**src/rtl/llc_input_arbiter.sv**
```systemverilog
// llc_input_arbiter: picks the next LLC input channel for DECODE and holds it until txn_done; optional LLC_ARB_STATS_EN grant counters.
module llc_input_arbiter #(
  parameter int MAX_CONSEC = 4
) (
  input  logic       clk,
  input  logic       rst,
  input  logic       decode_en,
  input  logic       txn_done,
  input  logic       rsp_valid,
  input  logic       rst_tb_valid,
  input  logic       req_valid,
  input  logic       dma_req_valid,
  input  logic       req_stall,
  input  logic       flush_stall,
  input  logic       rst_stall,
  input  logic       recall_pending,
  output logic       rsp_ready,
  output logic       rst_tb_ready,
  output logic       req_ready,
  output logic       dma_req_ready,
  output logic [2:0] grant,
  output logic       busy
`ifdef LLC_ARB_STATS_EN
  ,
  output logic [15:0] stat_rsp_cnt,
  output logic [15:0] stat_rst_cnt,
  output logic [15:0] stat_req_cnt,
  output logic [15:0] stat_dma_cnt,
  output logic [15:0] stat_starve_cnt
`endif
);
  typedef enum logic {IDLE, BUSY} state_t;
  localparam logic [3:0] MAX = 4'(MAX_CONSEC);
  state_t state;
  logic [3:0] cnt;
  logic e_rsp, e_rst, e_req, e_dma, go, force_dma;
  logic [2:0] code;
  always_comb begin
    e_rsp = rsp_valid;
    e_rst = rst_tb_valid && !flush_stall && !rst_stall;
    e_req = req_valid && !req_stall && !flush_stall;
    e_dma = dma_req_valid && !flush_stall && !recall_pending;
    go = state == IDLE && decode_en && !rst;
    force_dma = e_dma && e_req && cnt == MAX;
    rsp_ready = go && e_rsp;
    rst_tb_ready = go && !e_rsp && e_rst;
    req_ready = go && !e_rsp && !e_rst && e_req && !force_dma;
    dma_req_ready = go && !e_rsp && !e_rst && e_dma && (!e_req || force_dma);
    code = rsp_ready ? 3'd1 : rst_tb_ready ? 3'd2 : req_ready ? 3'd3 : dma_req_ready ? 3'd4 : 3'd0;
  end
  always_ff @(posedge clk) begin
    if (rst) begin
      state <= IDLE;
      busy <= 1'b0;
      grant <= 3'd0;
      cnt <= 4'd0;
    end else if (state == IDLE) begin
      if (code != 3'd0) begin
        state <= BUSY;
        busy <= 1'b1;
        grant <= code;
      end
      if (dma_req_ready) cnt <= 4'd0;
      else if (req_ready && e_dma && cnt != MAX) cnt <= cnt + 4'd1;
    end else if (txn_done) begin
      state <= IDLE;
      busy <= 1'b0;
      grant <= 3'd0;
    end
  end
`ifdef LLC_ARB_STATS_EN
  always_ff @(posedge clk) begin
    if (rst) begin
      stat_rsp_cnt <= '0;
      stat_rst_cnt <= '0;
      stat_req_cnt <= '0;
      stat_dma_cnt <= '0;
      stat_starve_cnt <= '0;
    end else begin
      if (rsp_ready && stat_rsp_cnt != 16'hFFFF) stat_rsp_cnt <= stat_rsp_cnt + 16'd1;
      if (rst_tb_ready && stat_rst_cnt != 16'hFFFF) stat_rst_cnt <= stat_rst_cnt + 16'd1;
      if (req_ready && stat_req_cnt != 16'hFFFF) stat_req_cnt <= stat_req_cnt + 16'd1;
      if (dma_req_ready && stat_dma_cnt != 16'hFFFF) stat_dma_cnt <= stat_dma_cnt + 16'd1;
      if (dma_req_ready && force_dma && stat_starve_cnt != 16'hFFFF) stat_starve_cnt <= stat_starve_cnt + 16'd1;
    end
  end
`endif
endmodule
```
**config.mk**
```make
export PLATFORM = sky130hd
export DESIGN_NAME = llc_input_arbiter
export DESIGN_NICKNAME = d
export VERILOG_FILES = /design/src/rtl/llc_input_arbiter.sv
export SDC_FILE = /design/constraint.sdc
export NUM_CORES = 1
export LEC_CHECK = 0
export CAP_MARGIN = 25
export CORE_MARGIN = 3
export CORE_UTILIZATION = 41
export DETAILED_ROUTE_END_ITERATION = 6
export PLACE_DENSITY = 0.74
export SLEW_MARGIN = 25
export SYNTH_ARGS = -nofsm -noshare
export SYNTH_HDL_FRONTEND = slang
export SYNTH_SLANG_ARGS = --single-unit
```
**constraint.sdc**
```tcl
create_clock -name clk -period 4.2 [get_ports clk]
set_input_delay 1.26 -clock clk [delete_from_list [all_inputs] [get_ports clk]]
set_output_delay 1.26 -clock clk [all_outputs]
set_load 0.02 [all_outputs]
```
======== Word-level counts from Yosys, hierarchy flattened ========
Cells that the tools add are included.
storage, ports and cells
  register bits after elaboration ......... 9
  input port bits ......................... 12
operators by class
  add/subtract/negate cells ............... 1
  equality and inequality tests ........... 3
  mux-type cells .......................... 15
  bitwise operators ....................... 1
  reductions and logical operators ........ 35
operators by type and width
  operator                                               count
  two-way mux 3 bit                                      7
  logical AND 1 bit                                      20
  logical NOT 1 bit                                      9
  two-way mux 4 bit                                      2
  two-way mux 1 bit                                      6
  adder 4 x 1 -> 4 bit, second input constant            1
  equality test 4 x 3 -> 1 bit, second input constant    1
  inequality test 4 x 3 -> 1 bit, second input constant  1
  AND reduction 2 bit                                    2
  nonzero test 2 bit                                     2
  nonzero test 3 bit                                     1
  inequality test 2 bit, second input constant           1
  logical OR 1 bit                                       1
  inverter 1 bit                                         1

======== Longest topological paths before layout ========
Gate-level depths: netlist of the first run.
  depth after elaboration ................. 14
  mapped depth ............................ 5
  depth with buffers taken out ............ 5

======== Worst setup path before layout of the first run ========
Ideal clock, no wire load.
  path type ............................... input-to-output
  from .................................... input rst
  to ...................................... output dma_req_ready
  arrival time ............................ 2.607 ns
  slack ................................... 0.333 ns
  stages on the path ...................... 4
  buffers on the path ..................... 1
  cell sequence ........................... buf_6 or4b_4 or4_4 nor2_4
on the way
  longest elaborated chain between the ends .. 6
ends and longest elaborated chain
  element                         line  text
  start, declared                 6     input logic rst,
  logical NOT 1 bit               43    go = state == IDLE && decode_en && !rst;
  logical AND 1 bit               43
  logical AND 1 bit (4 in a row)  48    dma_req_ready = go && !e_rsp && !e_rst && e_dma && (!e_req || force_dma);
  end, declared                   20    output logic dma_req_ready,
Every way passes these cells.

======== Final worst setup path of the first run ========
  from .................................... input dma_req_valid
  to ...................................... output req_ready
on the way
  longest elaborated chain between the ends .. 6
ends and longest elaborated chain
  element                         line  text
  start, declared                 12    input logic dma_req_valid,
  logical AND 1 bit (2 in a row)  42    e_dma = dma_req_valid && !flush_stall && !recall_pending;
  logical AND 1 bit (2 in a row)  44    force_dma = e_dma && e_req && cnt == MAX;
  logical NOT 1 bit               47    req_ready = go && !e_rsp && !e_rst && e_req && !force_dma;
  logical AND 1 bit               47
  end, declared                   19    output logic req_ready,
Every way passes these cells.

==> results.yml, run 1 <==
run_status:
  status: "completed"
logic_synthesis:
  synth.distinct_cells: 28
  yosys_warnings: 0
  syn_inst: 64
  ys_top_cells_by_count: "9 x dfxtp_1, 8 x nand2_1, 6 x inv_1, 5 x a21oi_1"
  yosysSeqAreaShare: 0.337
  synth_most_common_cell: "dfxtp_1"
  syn_area_per_cell_sq_um: 8.35
  synth_top_area_frac: 0.337
  async_reset_ff_frac: 0
  synth_edf_count: 0
  yosys-top-cells-area: "dfxtp_1 34%, nand2_1 5.6%, a21oi_1 4.7%, ha_1 4.7%, inv_1 4.2%"
  ys_ff_latch: 9
  syn_area_sq_um: 534
  synth_fp_nets: 78
  ys.flop_type: "dfxtp_1"
  yosysTopAreaCell: "dfxtp_1"
detailed_routing:
  avgViaCountPerCell: 5.14
  via_count: 565
  antenna_left: 0
  drt-pass1-iter-count: 4
  drt_iter0_drc: 8
  drcViolationCount: 0
  wire_per_inst_um: 11.5
  routed_wl_um: 1270
global_route:
  grt_max_degree: 10
  overflow: 0
  track_usage: 0.157
  grt_pass1_vias: 516
  antenna_found_initial: 0
  grt_pass1_wl_um: 2180
final_layout:
  fillerInstances: 94
  fin_util: 0.716
  syn_to_final_growth_pct: 56.9
  diodes: 0
  layout-drive-gt1-share: 0.198
  nets: 111
  fin_cells: 110
sta:
  relSlewSlack: 0.694
  finalHoldViolations: 0
  clock-skew-final_ns: 0.00673
  fin_crit_ns: 4.02
  setup_viol: 0
  hold_ws_ns: 0.467
  worstMarginPinSlew_ns: 0.456
  period_share: 0.956
  fmax_mhz: 249
  rsz0062_at_grt: "no"
  timing.final.max_slew_violations: 0
clocking:
  clk_latency_ns: 0.27
  cts_buffers: 3
  root_buffer: "clkbuf_4"
  cts_buffer_depth: 2
  hold_buffers: 0
  path_clk_slew_ns: 0.07
  htree_levels: 1
  cts_num_sinks: 9
  cts_tree: "yes"
flow_run:
  cap_violations: 0
placed_design:
  detailed_place_hpwl_um: 1020
  place.gp.congestion: 0.741
  dp_cells: 105
  io_buffers: 19
critical_path:
  crit_type: "input pin to output pin"
  critPathMaxFanout: 3
  cp-end-kind: "output pin"
  crit_required_ns: 2.94
  cp-start-kind: "input pin"
  cp.arrival_ns: 2.76
die:
  pin_count: 20
  coreArea_sq_mm: 0.00117
  die-width_um: 42.1
  initial_core_util: 0.456
  dieArea_sq_mm: 0.00177
  rows: 12
  die_y_um: 42.1
power:
  internal_power_w: 0.000149
  power.static_leakage_nw: 0.347
  clockPowerShare: 0.347
  pwr-share-seq: 0.445
  total_power_w: 0.000203
  powerDensity_mw_per_mm2: 242
  switching_share: 0.267
  combPwrFrac: 0.208
  ir_worst_vdd_mv: 0.164
  switchingPower_w: 0.0000543
min_path:
  min_path_type: "flip-flop to flip-flop"
state kept, by name, indices dropped and copies added (netlist names):
name and flops:
cnt 4, grant 3, busy 1, state 1
critical path, stage by stage:
cell	delay, ns
clkdlybuf4s50_1	0.47
nor4bb_1	0.34
a211oi_2	0.14
buf_4	0.15
nand2_1	0.06
nor2_1	0.03
dlygate4sd2_1	0.31
power groups by stage:
stage / Combinational [W] / Sequential (W) / Clock (W)
floorplan: 0.0000156 / 0.0000949 / 0
global placement: 0.0000422 / 0.0000922 / 0
detailed placement: 0.0000425 / 0.0000925 / 0
CTS: 0.0000425 / 0.0000905 / 0.0000715
global route: 0.0000454 / 0.0000909 / 0.0000754
finish: 0.0000422 / 0.0000905 / 0.0000705
cell usage in the layout (no fill, tap or decap), types with 2 or more instances in the layout:
cell type | synthesis | layout
nand2b_1 | 3 | 3
ha_1 | 2 | 2
clkdlybuf4s50_1 | 0 | 13
nor4bb_1 | 2 | 2
nand3_1 | 4 | 4
buf_4 | 0 | 10
clkbuf_4 | 0 | 3
dlymetal6s2s_1 | 0 | 3
nor2_1 | 4 | 4
inv_1 | 6 | 6
a31oi_1 | 3 | 3
dlygate4sd2_1 | 0 | 2
nand2_1 | 8 | 8
dfxtp_1 | 9 | 9
a21oi_1 | 5 | 5
final timing paths:
kind	start	endpoint	slack [ns]	cells past startpoint
worst max-delay path	dma_req_valid	req_ready	0.18	7
worst min-delay path	busy	busy	0.47	2
worst max register to register	state	cnt[2]	2.26	5
worst min register to register	busy	busy	0.47	2
cell type report:
class	count	area [sq um]	area share
Tap cell	14	17.5	0.0209
Inverter	6	22.5	0.0269
Sequential cell	9	180	0.215
Multi-Input combinational cell	48	320	0.382
Clock buffer	4	26.3	0.0313
Timing Repair Buffer	29	272	0.324
cell families (layout without fill, tap and decap cells):
family | count (synthesis) | after routing | share of synthesized area
compound gates | 14 | 14 | 0.173
fa+ha+maj | 2 | 2 | 0.0468
buf+inv | 7 | 39 | 0.0632
flops | 9 | 9 | 0.337
simple gates | 32 | 32 | 0.379
metal layers:
metal,GRT usage,vias up,part of all wire,routed length [um]
li1,-,295,-,-
met1,0.210,251,0.51,652
met2,0.225,15,0.41,520
met3,0.0386,4,0.054,69
met4,0.0932,0,0.021,26
met5,0,-,0,0
metrics by stage:
stage	cell area, sq um	setup slack [ns]	TNS (ns)
global route	838	0.0766	0
global placement	798	-0.524	-0.779
finish	838	0.184	0
floorplan	534	0.333	0
CTS	820	-0.0713	-0.0713
detailed placement	798	-0.524	-0.795
timing repair:
item	CTS	global route
buffers inserted	0	1
resized for setup	7	4
setup endpoints to repair	3	2
pin swaps	0	2
Note: power is estimated with default switching activity, not from simulation.
==> run 2: changes to the inputs <==
--- a/config.mk
+++ b/config.mk
@@ -7,9 +7,9 @@
 export LEC_CHECK = 0
 export CAP_MARGIN = 25
 export CORE_MARGIN = 3
-export CORE_UTILIZATION = 41
+export CORE_UTILIZATION = 37
 export DETAILED_ROUTE_END_ITERATION = 6
-export PLACE_DENSITY = 0.74
+export PLACE_DENSITY = 0.71
 export SLEW_MARGIN = 25
 export SYNTH_ARGS = -nofsm -noshare
 export SYNTH_HDL_FRONTEND = slang
==> constraint.sdc (replaced) <==
create_clock -name clk -period 3.31 [get_ports clk]
set_input_delay 0.993 -clock clk [delete_from_list [all_inputs] [get_ports clk]]
set_output_delay 0.993 -clock clk [all_outputs]
set_load 0.02 [all_outputs]
==> results.yml, run 2 (synthesis gave the netlist of run 1 again) <==
detailed_routing:
  via_count: 603
  drt-pass1-iter-count: 4
  routed_wl_um: 1420
  wire_per_inst_um: 12.1
  drcViolationCount: 0
  avgViaCountPerCell: 5.11
  drt_iter0_drc: 3
  antenna_left: 0
power:
  total_power_w: 0.000266
  power.static_leakage_nw: 0.377
  powerDensity_mw_per_mm2: 296
  ir_worst_vdd_mv: 0.148
critical_path:
  cp.arrival_ns: 2.30
  crit_type: "input pin to output pin"
  critPathMaxFanout: 2
  cp-start-kind: "input pin"
  cp-end-kind: "output pin"
  crit_required_ns: 2.32
  reg2reg_slack_ns: 1.46
  r2r_start: "state"
  r2r_end: "cnt[3]"
  reg2reg_depth: 5
clocking:
  htree_levels: 1
  cts_num_sinks: 9
  cts_buffer_depth: 2
  root_buffer: "clkbuf_4"
  path_clk_slew_ns: 0.06
  cts_buffers: 3
  clk_latency_ns: 0.26
  cts_tree: "yes"
final_layout:
  largest_reg_flops: 4
  fillerInstances: 118
  layout-drive-gt1-share: 0.320
  design_area_sq_um: 898
  final_cell_mix: "17 x buf_4, 10 x clkdlybuf4s50_1, 9 x dfxtp_1"
  final_common_cell: "buf_4"
  syn_to_final_growth_pct: 68.2
  nets: 118
  top_regs: "cnt x4, grant x3"
  diodes: 0
  regMostFlops: "cnt"
placed_design:
  place.gp.congestion: 0.829
  io_buffers: 19
  placed_area_sq_um: 837
  preCtsSetupSlack_ns: -0.902
  detailed_place_hpwl_um: 1110
sta:
  setup_viol: 0
  setup_slack_ns: 0.0144
  fin_crit_ns: 3.30
  fmax_mhz: 303
  finalHoldViolations: 0
  timing.final.max_slew_violations: 0
  worstMarginPinSlew_ns: 0.475
  relSlewSlack: 0.681
  clock-skew-final_ns: 0.00862
  period_share: 0.996
  setup_tns_ns: 0
  rsz0062_at_grt: "yes"
run_status:
  status: "completed"
min_path:
  whs_endpoint: "busy"
  min-delay-start: "busy"
  min_path_cells: 2
  min_path_type: "flip-flop to flip-flop"
global_route:
  grt_pass1_vias: 600
  grt_pass1_wl_um: 2390
  track_usage: 0.166
  antenna_found_initial: 0
  grt_max_degree: 10
  overflow: 0
die:
  pin_count: 20
  coreArea_sq_mm: 0.00133
  die_y_um: 44
  die-width_um: 44
  initial_core_util: 0.401
  dieArea_sq_mm: 0.00194
  rows: 13
flow_run:
  cap_violations: 0
## run 2: cell count changes in the layout (fill, tap and decap cells not counted), sizes merged
cell           delta
buf              +10
clkbuf            +2
clkdlybuf4s50     -3
dlymetal6s2s      -2
## run 2: where the power goes
group	leakage [nW]	switching, W	internal, W
Clock	0.0150	0.0000432	0.0000465
Combinational	0.289	0.0000271	0.0000354
Sequential	0.0732	0.00000177	0.000112
Total	0.377	0.0000720	0.000194
## run 2: cell type report
cell class | count | area, sq um | share of cell area
inverters | 6 | 22.5 | 0.0251
multi-input cells | 48 | 350 | 0.390
repair buffers | 36 | 300 | 0.334
flip-flops and latches | 9 | 180 | 0.201
well taps | 15 | 18.8 | 0.0209
clock buffers | 4 | 26.3 | 0.0292
## run 2: critical path, stage by stage
cell    delay (ns)
buf_6         0.09
or4b_4        0.53
or4_4         0.45
nor2_4        0.11
buf_6         0.12
## run 2: stage by stage
stage                     hold slack, ns  instances   util
after floorplan                    0.459         64      -
after global placement             0.445        111  0.628
after detailed placement           0.453        111  0.628
after CTS                          0.462        117  0.673
after global routing               0.499        118  0.674
final                              0.460        118  0.674
## run 2: repair_timing
item | in CTS | in global routing
hold buffers | 0 | 0
gates resized for setup | 28 | 4
setup buffers | 2 | 1
pin swaps | 5 | 1
setup endpoints to repair | 4 | 4
endpoints found under the hold margin | 0 | 0
gates cloned | 0 | 0
## run 2: worst max path at each step
| stage | endpoint | slack, ns | start | cells after the start |
|---|---|---|---|---|
| 6_report | dma_req_ready | 0.01 | rsp_valid | 5 |
| 3_5_place_dp | dma_req_ready | -0.90 | rst | 5 |
| 2_1_floorplan | dma_req_ready | -0.02 | rst | 4 |
| 5_1_grt | dma_req_ready | -0.009 | rsp_valid | 5 |
| 3_3_place_gp | dma_req_ready | -0.88 | rst | 5 |
| 4_1_cts | dma_req_ready | -0.01 | rsp_valid | 5 |
## run 2: routing by layer
layer  wire [um]  part of all wire  global-route usage
met3          83             0.058              0.0415
met4           0                 0              0.0482
met2         694              0.49               0.291
met1         645              0.45               0.198
met5           0                 0                   0
